**src/rtl/angle_job_scheduler_if.sv**
```systemverilog
// Target-request and result handshake bundle for angle_job_scheduler.
// slave = scheduler side, master = target producer / joint-controller consumer side.
interface angle_job_scheduler_if;
    logic               tgt_valid;
    logic               tgt_ready;
    logic [13:0]        tgt_x;
    logic [13:0]        tgt_y;
    logic               res_valid;
    logic               res_ready;
    logic signed [12:0] res_th1;
    logic signed [12:0] res_th2;
    logic               res_err;
    logic               res_limit;

    modport slave (
        input  tgt_valid, tgt_x, tgt_y, res_ready,
        output tgt_ready, res_valid, res_th1, res_th2, res_err, res_limit
    );

    modport master (
        output tgt_valid, tgt_x, tgt_y, res_ready,
        input  tgt_ready, res_valid, res_th1, res_th2, res_err, res_limit
    );
endinterface

```
**src/rtl/angle_job_scheduler.sv**
```systemverilog
// Queues (x, y) targets, runs the IK angle calculator one job at a time, and presents th1/th2 results.
// Optional joint-limit clamping is enabled by defining ANGLE_SCHED_JOINT_LIMIT_EN.
module angle_job_scheduler #(
    parameter int DEPTH           = 4,
    parameter int LAUNCH_CYCLES   = 4,
    parameter int TIMEOUT_CYCLES  = 4096,
    parameter int CALC_RST_CYCLES = 2,
    parameter int TH1_MIN         = -2048,
    parameter int TH1_MAX         = 2047,
    parameter int TH2_MIN         = -2048,
    parameter int TH2_MAX         = 2047
) (
    input  logic                     clk,
    input  logic                     reset,
    angle_job_scheduler_if.slave     bus,
    output logic [13:0]              calc_x,
    output logic [13:0]              calc_y,
    output logic                     calc_enable,
    output logic                     calc_reset,
    input  logic                     calc_ready,
    input  logic signed [12:0]       calc_th1,
    input  logic signed [12:0]       calc_th2,
    output logic                     busy,
    output logic [$clog2(DEPTH):0]   fifo_count
);
    localparam int AW = $clog2(DEPTH);
    localparam int CW = $clog2(TIMEOUT_CYCLES + LAUNCH_CYCLES + CALC_RST_CYCLES + 1);

    typedef enum logic [2:0] {IDLE, LAUNCH, BUSY, ABORT, PRESENT} state_t;

    state_t             state, state_nxt;
    logic [13:0]        mem_x [DEPTH];
    logic [13:0]        mem_y [DEPTH];
    logic [AW-1:0]      wr_ptr, rd_ptr;
    logic [AW:0]        count;
    logic [CW-1:0]      cnt;
    logic               ready_prev;
    logic               full, empty, push, pop, done_edge;
    logic signed [12:0] cap_th1, cap_th2;
    logic               cap_limit;

    assign full          = (count == (AW+1)'(DEPTH));
    assign empty         = (count == '0);
    assign push          = bus.tgt_valid && !full;
    assign pop           = (state == IDLE) && !empty && !bus.res_valid;
    assign done_edge     = (state == BUSY) && calc_ready && !ready_prev;

    assign bus.tgt_ready = !full;
    assign bus.res_valid = (state == PRESENT);
    assign calc_enable   = (state == LAUNCH);
    assign calc_reset    = (state == ABORT);
    assign busy          = (state != IDLE) || !empty;
    assign fifo_count    = count;

    always_ff @(posedge clk) begin
        if (push) begin
            mem_x[wr_ptr] <= bus.tgt_x;
            mem_y[wr_ptr] <= bus.tgt_y;
        end
    end

    always_ff @(posedge clk or posedge reset) begin
        if (reset) begin
            wr_ptr <= '0;
            rd_ptr <= '0;
            count  <= '0;
            calc_x <= '0;
            calc_y <= '0;
        end else begin
            if (push) wr_ptr <= wr_ptr + 1'b1;
            if (pop) begin
                rd_ptr <= rd_ptr + 1'b1;
                calc_x <= mem_x[rd_ptr];
                calc_y <= mem_y[rd_ptr];
            end
            if (push && !pop)      count <= count + 1'b1;
            else if (pop && !push) count <= count - 1'b1;
        end
    end

    always_ff @(posedge clk or posedge reset) begin
        if (reset) state <= IDLE;
        else       state <= state_nxt;
    end

    // Completion edge is tested before the timeout so it wins when both land together.
    always_comb begin
        state_nxt = state;
        unique case (state)
            IDLE:    if (pop) state_nxt = LAUNCH;
            LAUNCH:  if (cnt == CW'(LAUNCH_CYCLES - 1)) state_nxt = BUSY;
            BUSY: begin
                if (done_edge)                            state_nxt = PRESENT;
                else if (cnt == CW'(TIMEOUT_CYCLES - 1))  state_nxt = ABORT;
            end
            ABORT:   if (cnt == CW'(CALC_RST_CYCLES - 1)) state_nxt = PRESENT;
            PRESENT: if (bus.res_ready) state_nxt = IDLE;
            default: state_nxt = IDLE;
        endcase
    end

    // ready_prev is cleared on the pop and then tracks calc_ready through LAUNCH as well,
    // so a level left high by the previous job is already seen as "old" when BUSY starts.
    always_ff @(posedge clk or posedge reset) begin
        if (reset) begin
            cnt        <= '0;
            ready_prev <= 1'b0;
        end else begin
            if (state_nxt != state)                        cnt <= '0;
            else if (state inside {LAUNCH, BUSY, ABORT})   cnt <= cnt + 1'b1;
            ready_prev <= pop ? 1'b0 : calc_ready;
        end
    end

`ifdef ANGLE_SCHED_JOINT_LIMIT_EN
    localparam logic signed [12:0] TH1_LO = 13'(TH1_MIN);
    localparam logic signed [12:0] TH1_HI = 13'(TH1_MAX);
    localparam logic signed [12:0] TH2_LO = 13'(TH2_MIN);
    localparam logic signed [12:0] TH2_HI = 13'(TH2_MAX);

    always_comb begin
        cap_th1   = calc_th1;
        cap_th2   = calc_th2;
        cap_limit = 1'b0;
        if (calc_th1 < TH1_LO) begin
            cap_th1   = TH1_LO;
            cap_limit = 1'b1;
        end else if (calc_th1 > TH1_HI) begin
            cap_th1   = TH1_HI;
            cap_limit = 1'b1;
        end
        if (calc_th2 < TH2_LO) begin
            cap_th2   = TH2_LO;
            cap_limit = 1'b1;
        end else if (calc_th2 > TH2_HI) begin
            cap_th2   = TH2_HI;
            cap_limit = 1'b1;
        end
    end
`else
    assign cap_th1   = calc_th1;
    assign cap_th2   = calc_th2;
    assign cap_limit = 1'b0;
`endif

    always_ff @(posedge clk or posedge reset) begin
        if (reset) begin
            bus.res_th1   <= '0;
            bus.res_th2   <= '0;
            bus.res_err   <= 1'b0;
            bus.res_limit <= 1'b0;
        end else if (done_edge) begin
            bus.res_th1   <= cap_th1;
            bus.res_th2   <= cap_th2;
            bus.res_err   <= 1'b0;
            bus.res_limit <= cap_limit;
        end else if (state == ABORT && state_nxt == PRESENT) begin
            bus.res_th1   <= '0;
            bus.res_th2   <= '0;
            bus.res_err   <= 1'b1;
            bus.res_limit <= 1'b0;
        end
    end
endmodule
```
**src/flat_wrapper.sv**
```systemverilog
// flat-port wrapper written by rule: the top's interface ports become plain ports
module angle_job_scheduler_flat 
#(
    parameter int DEPTH           = 4,
    parameter int LAUNCH_CYCLES   = 4,
    parameter int TIMEOUT_CYCLES  = 4096,
    parameter int CALC_RST_CYCLES = 2,
    parameter int TH1_MIN         = -2048,
    parameter int TH1_MAX         = 2047,
    parameter int TH2_MIN         = -2048,
    parameter int TH2_MAX         = 2047
)
  (clk, reset, calc_x, calc_y, calc_enable, calc_reset, calc_ready, calc_th1, calc_th2, busy, fifo_count, bus_tgt_valid, bus_tgt_x, bus_tgt_y, bus_res_ready, bus_tgt_ready, bus_res_valid, bus_res_th1, bus_res_th2, bus_res_err, bus_res_limit);
  angle_job_scheduler_if bus_i ();
  input  logic clk;
  input  logic reset;
  output logic [13:0] calc_x;
  output logic [13:0] calc_y;
  output logic calc_enable;
  output logic calc_reset;
  input  logic calc_ready;
  input  logic signed [12:0] calc_th1;
  input  logic signed [12:0] calc_th2;
  output logic busy;
  output logic [$clog2(DEPTH):0] fifo_count;
  input wire logic [$bits(bus_i.tgt_valid)-1:0] bus_tgt_valid;
  input wire logic [$bits(bus_i.tgt_x)-1:0] bus_tgt_x;
  input wire logic [$bits(bus_i.tgt_y)-1:0] bus_tgt_y;
  input wire logic [$bits(bus_i.res_ready)-1:0] bus_res_ready;
  output wire logic [$bits(bus_i.tgt_ready)-1:0] bus_tgt_ready;
  output wire logic [$bits(bus_i.res_valid)-1:0] bus_res_valid;
  output wire logic [$bits(bus_i.res_th1)-1:0] bus_res_th1;
  output wire logic [$bits(bus_i.res_th2)-1:0] bus_res_th2;
  output wire logic [$bits(bus_i.res_err)-1:0] bus_res_err;
  output wire logic [$bits(bus_i.res_limit)-1:0] bus_res_limit;
  assign bus_i.tgt_valid = bus_tgt_valid;
  assign bus_i.tgt_x = bus_tgt_x;
  assign bus_i.tgt_y = bus_tgt_y;
  assign bus_i.res_ready = bus_res_ready;
  assign bus_tgt_ready = bus_i.tgt_ready;
  assign bus_res_valid = bus_i.res_valid;
  assign bus_res_th1 = bus_i.res_th1;
  assign bus_res_th2 = bus_i.res_th2;
  assign bus_res_err = bus_i.res_err;
  assign bus_res_limit = bus_i.res_limit;
  angle_job_scheduler #(.DEPTH(DEPTH), .LAUNCH_CYCLES(LAUNCH_CYCLES), .TIMEOUT_CYCLES(TIMEOUT_CYCLES), .CALC_RST_CYCLES(CALC_RST_CYCLES), .TH1_MIN(TH1_MIN), .TH1_MAX(TH1_MAX), .TH2_MIN(TH2_MIN), .TH2_MAX(TH2_MAX)) u_core (.clk(clk), .reset(reset), .bus(bus_i), .calc_x(calc_x), .calc_y(calc_y), .calc_enable(calc_enable), .calc_reset(calc_reset), .calc_ready(calc_ready), .calc_th1(calc_th1), .calc_th2(calc_th2), .busy(busy), .fifo_count(fifo_count));
endmodule
```
**config.mk**
```make
export PLATFORM = sky130hd
export DESIGN_NAME = angle_job_scheduler_flat
export DESIGN_NICKNAME = d
export VERILOG_FILES = /design/src/rtl/angle_job_scheduler_if.sv /design/src/rtl/angle_job_scheduler.sv /design/src/flat_wrapper.sv
export SDC_FILE = /design/constraint.sdc
export NUM_CORES = 1
export LEC_CHECK = 0
export ABC_AREA = 1
export BUFFER_PORTS_ARGS = -buffer_cell sky130_fd_sc_hd__buf_2
export CORE_ASPECT_RATIO = 0.5
export CORE_UTILIZATION = 60
export DETAILED_ROUTE_END_ITERATION = 10
export PLACE_DENSITY = 0.88
export SYNTH_ARGS = -nofsm -noshare
export SYNTH_HDL_FRONTEND = slang
export SYNTH_SLANG_ARGS = --single-unit
```
**constraint.sdc**
```tcl
create_clock -name clk -period 4.3 [get_ports clk]
set_clock_uncertainty 0.2 [all_clocks]
set_input_delay 0.86 -clock clk [delete_from_list [all_inputs] [get_ports clk]]
set_output_delay 0.86 -clock clk [all_outputs]
set_load 0.05 [all_outputs]
```
* After elaboration in Yosys (flattened, before gate mapping) *
Memories as Yosys holds them, arrays and structs flattened. A register that Yosys moved wholly into a read port is not among the register bits.
Cells that the tools add are included.

storage, ports and cells
  flip-flop bits (word level) = 52
  bits in writable memories = 112
  bits of input ports = 59
  memories kept = 2

operators by class
  $add $sub $neg = 5
  equal/unequal tests = 10
  multiplexer cells = 21
  reduce and logical (&&, ||, !) cells = 22

memory list
  memory        depth  bits a word  read ports  clocked after Yosys merged registers in  wr ports  line                       RTL
  u_core.mem_x  4      14           1           1                                        1         angle_job_scheduler.sv:32  logic [13:0] mem_x [DEPTH];
  u_core.mem_y  4      14           1           1                                        1         angle_job_scheduler.sv:33  logic [13:0] mem_y [DEPTH];

operator list
  operator                                                            number
  13-bit two-way mux                                                  5
  3-bit two-way mux                                                   8
  3-bit one-hot mux with 5 select lines                               1
  13-bit by 1-bit adder with 13-bit output, second input constant     1
  13-bit by 1-bit == test with 1-bit output, second input constant    1
  13-bit by 12-bit == test with 1-bit output, second input constant   1
  13-bit by 2-bit == test with 1-bit output, second input constant    1
  3-bit == test, second input constant                                3
  1-bit logical AND                                                   8
  1-bit two-way mux                                                   7
  3-bit by 2-bit == test with 1-bit output, second input constant     2
  1-bit zero test                                                     6
  3-bit zero test                                                     2
  2-bit nonzero test                                                  3
  3-bit nonzero test                                                  2
  2-bit by 1-bit adder with 2-bit output, second input constant       2
  3-bit by 1-bit adder with 3-bit output, second input constant       1
  3-bit by 1-bit == test with 1-bit output, second input constant     1
  3-bit inequality test                                               1
  3-bit by 1-bit subtractor with 3-bit output, second input constant  1
  1-bit logical OR                                                    1

* Logic depth before layout (Yosys ltp) *
  depth in word-level cells = 10
  depth in mapped cells = 13
  depth with buffers taken out = 12

* Worst setup path before layout *
No wires, ideal clock.

  path kind = reg-to-reg
  from = register u_core.count[0], in the netlist u_core.fifo_count[0]
  to = memory u_core.mem_x[0][0], enable pin
  library setup time = 413 ps
  arrival = 2,647 ps
  required time = 3,687 ps
  setup slack = 1,040 ps
  cell stages (with the launch flop) = 5
  buffers on the path = 0
  period minus slack after synthesis = 3,260 ps
  path through = dfrtp_1 -> nor2_1 -> nand2_1 -> nand2_1 -> nor2_1

between the ends
  word-level cells in the longest chain between the ends = 5

ends and longest elaborated chain
  element                                  line                       RTL
  start: declaration                       angle_job_scheduler.sv:35  logic [AW:0] count;
  start signal: assignment                 angle_job_scheduler.sv:76  if (push && !pop) count <= count + 1'b1;
  start signal: assignment                 angle_job_scheduler.sv:77  else if (pop && !push) count <= count - 1'b1;
  3-bit == test                            angle_job_scheduler.sv:42  assign full = (count == (AW+1)'(DEPTH));
  1-bit zero test                          n/a
  net bus_tgt_ready                        flat_wrapper.sv:30         output wire logic [$bits(bus_i.tgt_ready)-1:0] bus_tgt_ready;
  1-bit logical AND                        angle_job_scheduler.sv:44  assign push = bus.tgt_valid && !full;
  1-bit two-way mux                        angle_job_scheduler.sv:56  if (push) begin
  1-bit two-way mux (implied by the code)  angle_job_scheduler.sv:57  mem_x[wr_ptr] <= bus.tgt_x;
  end: declaration                         angle_job_scheduler.sv:32

The timed path passes the listed nets, and every way through them passes these cells.

* Final worst setup path *
  from = register u_core.state[2]
  to = register u_core.count[1], in the netlist u_core.fifo_count[1]

between the ends
  word-level cells in the longest chain between the ends = 6

ends and longest elaborated chain
  element                                                         line                                                  RTL
  start: declaration                                              angle_job_scheduler.sv:31                             state_t state, state_nxt;
  start signal: assignment                                        angle_job_scheduler.sv:83                             else state <= state_nxt;
  3-bit == test / 3-bit zero test (equally long branches)         angle_job_scheduler.sv:49, angle_job_scheduler.sv:45
  1-bit zero test / 1-bit logical AND (equally long branches)     angle_job_scheduler.sv:45                             assign pop = (state == IDLE) && !empty && !bus.res_valid;
  1-bit logical AND (*)                                           angle_job_scheduler.sv:45
  1-bit zero test                                                 angle_job_scheduler.sv:76
  1-bit logical AND                                               angle_job_scheduler.sv:76
  3-bit two-way mux / 2-bit nonzero test (equally long branches)  n/a

Mark *: on every way between the ends. The rest lies on a longest branch, timed or not.
A chain may end at the register's enable or synchronous reset.

==> qor.txt <==
final non-filler cell total -> 975
Critical Path Start -> u_core.state[2]
Antenna Nets Post-Route -> 0
Switch Pwr -> 0.00321 W
Synth top area share -> 43.9%
Synth Flop Type -> edfxtp_1
Hold Path Origin -> u_core.bus.res_th1[5]
total congestion overflow -> 0
Sequential Power Share -> 37.7%
clk slew on worst S/H paths -> 0.07 ns
layout cells sized above 1 -> 23.6%
GRT Resource Usage Total -> 24.6%
via-per-instance ratio -> 5.46
critical path data required time -> 4.41 ns
RSZ-0062 raised after global routing -> no
Max H-tree Level -> 4
internal power -> 0.00403 W
critical path endpoint category -> register
hold-fix buffers at CTS -> 0
Yosys reg bits -> 191
Placer Congestion -> 0.797
Max VDD drop -> 0.000481 V
Initial Util -> 63.2%
Synth async-reset ratio -> 41.4%
DR WL/cell -> 16.4 µm
Clock Sinks -> 191
I/O Pins -> 123
crit-path max FO -> 32
hpwl dp -> 9.64 mm
MaxCap Viol Count -> 0
clock network fraction of total power -> 21.3%
syn_area_per_cell -> 11.2 µm²
Synth area leaders -> edfxtp_1 (44%), dfrtp_1 (26%), nor2_1 (8.0%)
fmax -> 0.358 GHz
Die W -> 162 µm
drt pass-1 iters -> 6
crit path time final -> 2.79 ns
Hold Violations, Final -> 0
fin. max-slew vios -> 0
largest net degree at the start of global routing -> 59
clock root buffer -> clkbuf_16
cell count after synthesis -> 684
initial antenna violation count -> 0
kind of critical path -> register to register
Sw Share -> 44.3%
Mapped Nets -> 751
worst hold path class -> register to register
diode count -> 0
Util after Layout -> 74.1%
Post-CTS Setup Repair Bufs -> 0
Placed Instances -> 943
critical path data arrival time -> 2.90 ns
Yosys warnings -> 0
CTS tree -> yes
Port Buf Inserts -> 121
combinational fraction of design power -> 41.0%
Max-slew headroom -> 23.7%
EDFF count, synth -> 112
Power Density -> 808 nW/µm²
CTS Buf Count -> 17
cell row count -> 28
Netlist Area Pre-Place -> 7660 µm²
Worst-Skew Late Latency -> 0.43 ns
sequential area share after synthesis -> 69.7%
setup violators final -> 0
Final Net Count -> 864
post-cts resize count -> 0
vias in the first global route -> 4965
drt drc -> 0
Die ar. -> 13300 µm²
Fin Setup TNS -> 0 ns
crit start category -> register
total wire length -> 15.9 mm
Least-Margin Pin Slew -> 1.14 ns
Synth area leader -> edfxtp_1
first-pass GRT wire length -> 24.2 mm
Tcrit/Tclk final -> 64.9%
Die H -> 81.9 µm
Iter 0 DRT Violations -> 470
static leakage -> 3.79 nW
core area -> 12100 µm²
status -> completed
area grow syn2layout -> 17.2%
vias -> 5327
Yosys cell types -> 31
Clock Path Buffers -> 2
R2R Path Start -> u_core.state[2]
## path summary, 6_finish.rpt
| kind | slack (ns) | to | depth (start not counted) |
|---|---|---|---|
| min | 0.30 | u_core.bus.res_th1[5] | 2 |
| min in group asynchronous | 0.39 | u_core.bus.res_th1[2] | 2 |
| max reg2reg | 1.51 | u_core.fifo_count[1] | 8 |
| min reg2reg | 0.30 | u_core.bus.res_th1[5] | 2 |
| max in group asynchronous | 2.74 | u_core.rd_ptr[0] | 3 |
| max | 1.51 | u_core.fifo_count[1] | 8 |
## per-layer routing
layer | GRT usage, % | vias up | share of wire (%)
met5 | 0 | - | 0
met4 | 8.96 | 0 | 1.1
met3 | 5.51 | 14 | 6.2
met2 | 43.7 | 225 | 50
met1 | 30.3 | 2560 | 42
li1 | - | 2528 | -
## area by class of cell
cell class,instances,area (µm²)
Tap cell,165,206
Fill cell,777,3140
Clock buffer,18,429
Timing Repair Buffer,128,658
Sequential cell,191,5340
Multi-Input combinational cell,428,2080
Clock inverter,14,148
Inverter,31,118
## critical path, stage by stage (launching register included)
cell	delay [ns]
dfrtp_1	0.39
inv_1	0.20
nand3_1	0.16
nor2_4	0.63
inv_1	0.10
ha_1	0.22
inv_1	0.10
fa_1	0.41
mux2_2	0.27
## per-stage QoR
step	cell area [µm²]	worst slack [ns]	power, W	hold WS (ns)
finish	8980	1.51	0.00725	0.298
global route	8980	1.40	0.00762	0.327
CTS	8980	1.52	0.00725	0.299
detailed placement	8400	1.53	0.00571	0.284
global placement	8400	1.61	0.00558	0.276
floorplan	7660	1.04	0.00498	0.330
## power by group through the flow
stage | clock [W] | combinational [W] | sequential (W)
floorplan | 0 | 0.00137 | 0.00361
global placement | 0 | 0.00285 | 0.00273
detailed placement | 0 | 0.00295 | 0.00276
CTS | 0.00154 | 0.00298 | 0.00273
global route | 0.00163 | 0.00321 | 0.00278
finish | 0.00154 | 0.00297 | 0.00273
## cells in the final DEF (no fill, tap or decap), types with 2 or more instances in the layout
cell	synthesis	layout
inv_6	0	2
clkinv_2	0	2
nand2_2	3	3
clkbuf_16	0	17
inv_8	0	4
nor2_2	15	14
inv_1	27	26
edfxtp_1	112	112
nand4_1	2	2
o21ai_0	58	58
xnor2_1	2	2
clkinvlp_4	0	2
ha_1	7	7
a31oi_1	28	28
nor3_1	4	4
inv_2	4	4
xor2_1	14	14
nor2_1	164	160
clkinv_4	0	4
nand3_1	35	35
nand2_1	86	86
nor2_4	0	5
dfrtp_1	79	78
buf_4	1	7
buf_2	13	121
## cell families after synthesis
group | after synthesis | synth area share, %
and+or+nand+nor | 312 | 16.7
DFF | 191 | 69.7
AOI/OAI and AO/OA | 90 | 6.48
buffers and inverters | 65 | 3.64
xor gates and xnor gates | 16 | 1.83
adders and majority gates | 8 | 1.40
other | 1 | 0.0489
muxes | 1 | 0.147
## cells in the mapped netlist (13+ instances only)
library cell and count:
a31oi_1 28, nand2_1 86, inv_1 27, nand3_1 35, nor2_1 164, o21ai_0 58, buf_2 13, nor2_2 15
edfxtp_1 112, dfrtp_1 79, xor2_1 14, clkbuf_1 15
## sequential cells by signal, indices dropped and copies added (netlist names)
signal and count:
u_core.fifo_count 3, u_core.state 3, u_core.bus.res_th2 13, u_core.cnt 13, u_core.bus.res_err 1, u_core.rd_ptr 2, u_core.mem_x 56, u_core.ready_prev 1
u_core.bus.res_th1 13, u_core.calc_x 14, u_core.wr_ptr 2, u_core.calc_y 14, u_core.mem_y 56
Power figures use the tool's default switching activity.
